===== src/rtl/ram_scan_reader.sv =====
// ram_scan_reader: shares one single-port RAM between user writes and a
// periodic scan reader. Once per tick the scanner reads the next address
// and presents address/data for a seven-segment display. Writes always win
// the RAM bus; a read interrupted by a write is retried on the next idle cycle.
module ram_scan_reader #(
  parameter int ADDR_W   = 5,
  parameter int DATA_W   = 4,
  parameter int TICK_DIV = 50000000,
  parameter int RD_LAT   = 1
) (
  input  logic              CLOCK_50,
  input  logic              resetn,
  input  logic              wr_req,
  input  logic [ADDR_W-1:0] wr_addr,
  input  logic [DATA_W-1:0] wr_data,
  output logic [ADDR_W-1:0] ram_address,
  output logic [DATA_W-1:0] ram_data,
  output logic              ram_wren,
  input  logic [DATA_W-1:0] ram_q,
  output logic [ADDR_W-1:0] scan_addr,
  output logic [DATA_W-1:0] scan_data,
  output logic              scan_valid
);

  localparam int              CNT_W     = (TICK_DIV > 1) ? $clog2(TICK_DIV) : 1;
  localparam logic [CNT_W-1:0] CNT_MAX  = CNT_W'(TICK_DIV - 1);
  localparam logic [1:0]      WAIT_INIT = 2'(RD_LAT - 1);

  typedef enum logic [1:0] {
    ST_IDLE    = 2'd0,
    ST_RD_WAIT = 2'd1,
    ST_CAPTURE = 2'd2
  } state_t;

  state_t            state_q;
  logic [CNT_W-1:0]  cnt_q;
  logic [CNT_W-1:0]  cnt_d;
  logic              tick_s;
  logic              capture_s;
  logic              pending_q;
  logic [1:0]        wait_q;
  logic [ADDR_W-1:0] scan_ptr_q;
  logic [ADDR_W-1:0] scan_addr_q;
  logic [DATA_W-1:0] scan_data_q;
  logic              scan_valid_q;

  // Tick generation: free-running divider, tick on its last count.
  always_comb begin
    tick_s = (cnt_q == CNT_MAX);
    if (tick_s) begin
      cnt_d = '0;
    end else begin
      cnt_d = cnt_q + CNT_W'(1);
    end
  end

  // A capture completes only when the bus was not stolen by a write.
  always_comb begin
    capture_s = (state_q == ST_CAPTURE) && !wr_req;
  end

  // RAM bus mux: writes take the bus unconditionally, otherwise the scanner
  // keeps its pointer on the address lines so read latency is met.
  always_comb begin
    ram_data = wr_data;
    if (wr_req) begin
      ram_wren    = 1'b1;
      ram_address = wr_addr;
    end else begin
      ram_wren    = 1'b0;
      ram_address = scan_ptr_q;
    end
  end

  // Divider register.
  always_ff @(posedge CLOCK_50 or negedge resetn) begin
    if (!resetn) begin
      cnt_q <= '0;
    end else begin
      cnt_q <= cnt_d;
    end
  end

  // Scan FSM with pending-tick flag, coherency update and display registers.
  always_ff @(posedge CLOCK_50 or negedge resetn) begin
    if (!resetn) begin
      state_q      <= ST_IDLE;
      pending_q    <= 1'b0;
      wait_q       <= 2'd0;
      scan_ptr_q   <= '0;
      scan_addr_q  <= '0;
      scan_data_q  <= '0;
      scan_valid_q <= 1'b0;
    end else begin
      scan_valid_q <= 1'b0;

      // A new tick outranks the clear from a capture on the same edge.
      if (tick_s) begin
        pending_q <= 1'b1;
      end else if (capture_s) begin
        pending_q <= 1'b0;
      end else begin
        pending_q <= pending_q;
      end

      // Keep the displayed word in step with writes to the displayed address.
      // Never collides with a capture, which requires wr_req low.
      if (wr_req && (wr_addr == scan_addr_q)) begin
        scan_data_q <= wr_data;
      end

      case (state_q)
        ST_IDLE: begin
          if (pending_q && !wr_req) begin
            state_q <= ST_RD_WAIT;
            wait_q  <= WAIT_INIT;
          end else begin
            state_q <= ST_IDLE;
          end
        end
        ST_RD_WAIT: begin
          if (wr_req) begin
            state_q <= ST_IDLE;
          end else if (wait_q == 2'd0) begin
            state_q <= ST_CAPTURE;
          end else begin
            wait_q <= wait_q - 2'd1;
          end
        end
        ST_CAPTURE: begin
          if (wr_req) begin
            state_q <= ST_IDLE;
          end else begin
            scan_data_q  <= ram_q;
            scan_addr_q  <= scan_ptr_q;
            scan_valid_q <= 1'b1;
            scan_ptr_q   <= scan_ptr_q + ADDR_W'(1);
            state_q      <= ST_IDLE;
          end
        end
        default: begin
          state_q <= ST_IDLE;
        end
      endcase
    end
  end

  assign scan_addr  = scan_addr_q;
  assign scan_data  = scan_data_q;
  assign scan_valid = scan_valid_q;

endmodule


===== config.mk =====
export PLATFORM = sky130hd
export DESIGN_NAME = ram_scan_reader
export DESIGN_NICKNAME = d
export VERILOG_FILES = /design/src/rtl/ram_scan_reader.sv
export SDC_FILE = /design/constraint.sdc
export NUM_CORES = 1
export LEC_CHECK = 0
export CAP_MARGIN = 25
export CORE_MARGIN = 10
export CORE_UTILIZATION = 39
export DETAILED_ROUTE_END_ITERATION = 16
export SETUP_SLACK_MARGIN = 0.1
export SKIP_CTS_REPAIR_TIMING = 1
export SLEW_MARGIN = 40
export SYNTH_ARGS = -nofsm -noshare
export SYNTH_HDL_FRONTEND = slang
export SYNTH_SLANG_ARGS = --single-unit
export TNS_END_PERCENT = 10

===== constraint.sdc =====
create_clock -name CLOCK_50 -period 1.7 [get_ports CLOCK_50]
set_input_delay 0.255 -clock CLOCK_50 [delete_from_list [all_inputs] [get_ports CLOCK_50]]
set_output_delay 0.255 -clock CLOCK_50 [all_outputs]
set_load 0.01 [all_outputs]

**After elaboration in Yosys (flattened, before gate mapping)**

Cells that the tools add are included.

- Output and inout bits: 20
- Register bits after elaboration: 46
- Word-level logic and storage cells: 48
- Bits of input ports: 16

- Multiplexer cells: 18
- Reductions and logical operators: 10
- $add $sub $neg: 3
- Equality and inequality tests: 8
- Bitwise operators: 1

Operators by type and width:

| operator | number |
|---|---|
| adder 26 x 1 -> 26 bit (second input constant) | 1 |
| == test 26 bit (second input constant) | 1 |
| 2-to-1 mux 26 bit | 1 |
| 2-to-1 mux 4 bit | 3 |
| 2-to-1 mux 2 bit | 5 |
| one-hot mux 2 bit (2 select lines) | 2 |
| 2-to-1 mux 1 bit | 6 |
| != test 2 bit (second input constant) | 3 |
| adder 5 x 1 -> 5 bit (second input constant) | 1 |
| == test 5 bit | 1 |
| 2-to-1 mux 5 bit | 1 |
| zero test 2 bit | 2 |
| AND reduction 4 bit | 1 |
| nonzero test 2 bit | 2 |
| logical AND 1 bit | 3 |
| != test 3 bit (second input constant) | 1 |
| == test 2 x 1 -> 1 bit (second input constant) | 1 |
| == test 2 bit (second input constant) | 1 |
| AND reduction 2 bit | 1 |
| subtractor 2 x 1 -> 2 bit (second input constant) | 1 |
| zero test 1 bit | 1 |
| NOT 1 bit | 1 |

**Logic depth before layout (Yosys ltp)**

- Word-level depth: 5
- Depth in mapped cells: 6
- Gate-level depth less buffers: 5

**Worst setup path after synthesis**

No wires, ideal clock.

- Path kind: reg-to-reg
- Start: reg cnt_q[16]
- End: reg cnt_q[19]
- Arrival: 1,480 ps
- Path buffers: 1
- Cell stages (with the launch flop): 6
- Slack: 90 ps
- Library setup time: 130 ps
- Period minus slack after synthesis: 1,610 ps
- Data required time: 1,570 ps
- Cell sequence: dfrtp_1 -> nor4b_1 -> nand4_1 -> nor4_4 -> buf_4 -> a21oi_1

- Word-level cells in the longest chain between the ends: 2
- Elaborated cells on any way between the ends: 3

RTL lines:

| item | RTL line | text |
|---|---|---|
| start: declaration | 36 | `logic [CNT_W-1:0] cnt_q;` |
| start signal: assignment | 80 | `cnt_q <= cnt_d;` |
| adder 26 x 1 -> 26 bit or == test 26 bit (tied branches) | 53, 49 |  |
| 2-to-1 mux 26 bit (*) | 50 | `if (tick_s) begin` |
| net cnt_d[19] | 37 | `logic [CNT_W-1:0] cnt_d;` |

Mark *: on every way through the listed nets, which the timed path passes. The rest lies on a longest branch.
A chain may end at the register's enable or synchronous reset.

**Worst setup path in the final report**

- Start: in wr_addr[3]
- End: out ram_address[3]

- Word-level cells in the longest chain between the ends: 1

RTL lines:

| item | RTL line | text |
|---|---|---|
| start: declaration | 14 | `input logic [ADDR_W-1:0] wr_addr,` |
| 2-to-1 mux 5 bit | 66 | `if (wr_req) begin` |
| end: declaration | 16 | `output logic [ADDR_W-1:0] ram_address,` |

No other way between the ends.

==> metrics.md <==
| Metric | Value |
|---|---|
| Outcome | `finished, final reports clean` |
| Leak | `0.00145 uW` |
| Top cells by area, synth | `dfrtp_1, xnor2_1, nand2_1` |
| ANT nets after route | `0` |
| Worst-skew pair later-pin latency | `0.30 ns` |
| Async set-or-reset flop fraction in the synthesized netlist | `100%` |
| Wire per inst | `14.9 um` |
| CTS Buffer Depth | `2` |
| Area share of the largest cell type after synthesis | `50.1%` |
| TNS Setup | `0 ns` |
| Area grow syn2layout | `35.7%` |
| H-tree depth | `2` |
| Max incr delay on CP | `0.48 ns` |
| Crit-path leading delay family | `buffers and inverters` |
| Starting Density | `41.0%` |
| Pins over their slew limit | `0` |
| Sequential fraction of the synthesis area | `50.1%` |
| Die height | `96.8 um` |
| Area of the mapped netlist | `0.00230 mm2` |
| Most frequent cell after synthesis | `dfrtp_1` |
| CTS tree | `done` |
| Synth Instances | `227` |
| Hold Crit Class | `in2async` |
| Core Util, Final | `55.6%` |
| Die area | `0.00937 mm2` |
| Critical Path AT | `1.43 ns` |
| CP cell instances | `clkdlybuf4s50_1, mux2_2, clkdlybuf4s50_1` |
| Maxcap violations | `0` |
| WHS | `0.433 ns` |
| Antenna violations before repair | `0` |
| Vias in the first global route | `1865` |
| Post-Route M1 WL | `2730 um` |
| Crit path time final | `1.68 ns` |
| Startpoint Class | `input port` |
| Yosys reg bits | `46` |
| Final wirelength | `5480 um` |
| Synthesized Nets | `246` |
| Post-Syn Area per Cell | `10.1 um2` |
| Final layout net count | `314` |
| PortBufs | `35` |
| Gr ovfl total | `0` |
| Largest net degree at the start of global routing | `29` |
| Clock transition at path regs | `0.08 ns` |
| Endpoints failing hold | `0` |
| Row Count | `27` |
| Fmax | `0.595 GHz` |
| Clock Root Buffer | `clkbuf_8` |
| Cell repeated most along the worst path | `clkdlybuf4s50_1` |
| Max Used Layer | `met4` |
| WL met2 | `2500 um` |
| Final setup viols | `0` |
| Num CTS Buffers | `5` |
| Top post-synthesis cells by count | `dfrtp_1, nand2_1, xnor2_1, nor2_1, a21oi_1` |
| Ports | `36` |
| Worst path required time | `1.44 ns` |
| Clock skew | `0.0112 ns` |
| First-pass GRT wire length | `9160 um` |
| DIE WIDTH | `96.8 um` |
| Post-synth EDFFs | `0` |
| Number of remaining DRC errors | `0` |
| Routability cong. | `0.779` |
| Main flop type after synthesis | `dfrtp_1` |
| VDD IR max | `393 uV` |
| Inst Count DP | `353` |
| RSZ-0062 raised after global routing | `yes` |
| First-pass DRT Iterations | `4` |
| Routed vias | `1872` |
| Buf+Inv Stages, Crit Path | `2` |
| Slowest CP cell | `clkdlybuf4s50_1` |
| CP max FO | `2` |
| Worst-Margin Slew | `0.450 ns` |
| Core area | `0.00561 mm2` |
| Clock sinks | `46` |
| Final period util | `98.8%` |
| Share of layout cells above drive strength 1 | `20.9%` |
| Cell Count, Final, Fillers Out | `368` |
| All-layer global routing usage | `11.4%` |
| PD cells | `677 mW/mm2` |
| Diodes inserted | `0` |
| Warnings from Yosys | `0` |
| Iteration-0 DRC Markers | `55` |
| Drt via density | `5.09` |
| Slew headroom | `70.0%` |
| Largest area contributor in the netlist | `dfrtp_1` |
| Kind of critical path | `in2out` |
| Wire length on met3 | `184 um` |
| CP endpoint kind | `output pin` |
| Dpl hpwl | `4080 um` |
| Library cells used by synthesis | `38` |
| Total power | `2110 uW` |
-- sequential cells by signal (all words and copies together), names as in the netlist --
signal,flops
cnt_q,26
scan_ptr_q,5
scan_addr,5
scan_data,4
state_q,2
wait_q,2
scan_valid,1
pending_q,1
-- power breakdown --
group | internal (uW) | total (uW) | leakage [uW] | switching, uW
registers | 1110 | 1120 | 0.000621 | 7.79
clock network | 440 | 800 | 0.0000524 | 360
logic | 111 | 194 | 0.000776 | 82.6
total | 1660 | 2110 | 0.00145 | 450
-- area by class of cell --
type / count / area [um2]
clock buffer: 7 / 76.3
clock inverter: 1 / 30.0
fill: 521 / 2490
inverter: 6 / 22.5
multi-input combinational: 164 / 1090
sequential: 46 / 1150
tap: 72 / 90.1
timing repair buffer: 72 / 654
-- placed cells by master, fill, tap and decap left out, drive strengths merged, types with 5 or more instances in the layout --
| cell type | Yosys | routed |
|---|---|---|
| nand3 | 9 | 9 |
| or4 | 7 | 7 |
| nand4 | 9 | 9 |
| clkdlybuf4s50 | 0 | 29 |
| dlymetal6s2s | 0 | 5 |
| nor2 | 15 | 15 |
| buf | 10 | 37 |
| a21oi | 15 | 15 |
| inv | 6 | 6 |
| mux2 | 5 | 5 |
| xnor2 | 16 | 16 |
| dfrtp | 46 | 46 |
| o31ai | 5 | 5 |
| o21ai | 9 | 9 |
| nand2 | 32 | 32 |
| xor2 | 7 | 7 |
| clkbuf | 1 | 7 |
-- stage by stage --
stage | area (um2) | setup slack [ns]
floorplan | 2300 | 0.102
global placement | 2900 | -0.313
finish | 3120 | 0.0199
global route | 3120 | -0.0490
detailed placement | 2900 | -0.346
CTS | 3010 | -0.348
-- worst paths after layout --
| kind | startpoint | end | slack (ns) | cells after the start |
|---|---|---|---|---|
| setup / recovery | wr_addr[3] | ram_address[3] | 0.02 | 3 |
| hold / removal | resetn | scan_data[3] | 0.43 | 2 |
| setup reg to reg | cnt_q[10] | cnt_q[22] | 0.07 | 4 |
| hold reg to reg | cnt_q[0] | cnt_q[0] | 0.47 | 1 |
| max in group asynchronous | resetn | cnt_q[8] | 0.76 | 3 |
| min in group CLOCK_50 | cnt_q[0] | cnt_q[0] | 0.47 | 1 |
-- layer usage --
layer | track usage, % | up-vias
met4 | 3.49 | 0
li1 | - | 943
met3 | 3.48 | 4
met5 | 0 | -
met2 | 18.1 | 41
met1 | 14.5 | 884
-- cells by family after synthesis --
family	synth area share [%]
compound gates	10.7
buf+inv	3.97
flops	50.1
xor+xnor	8.76
mux	2.45
fa+ha+maj	1.63
simple gates	22.4
Note: power is estimated with default switching activity, not from simulation.
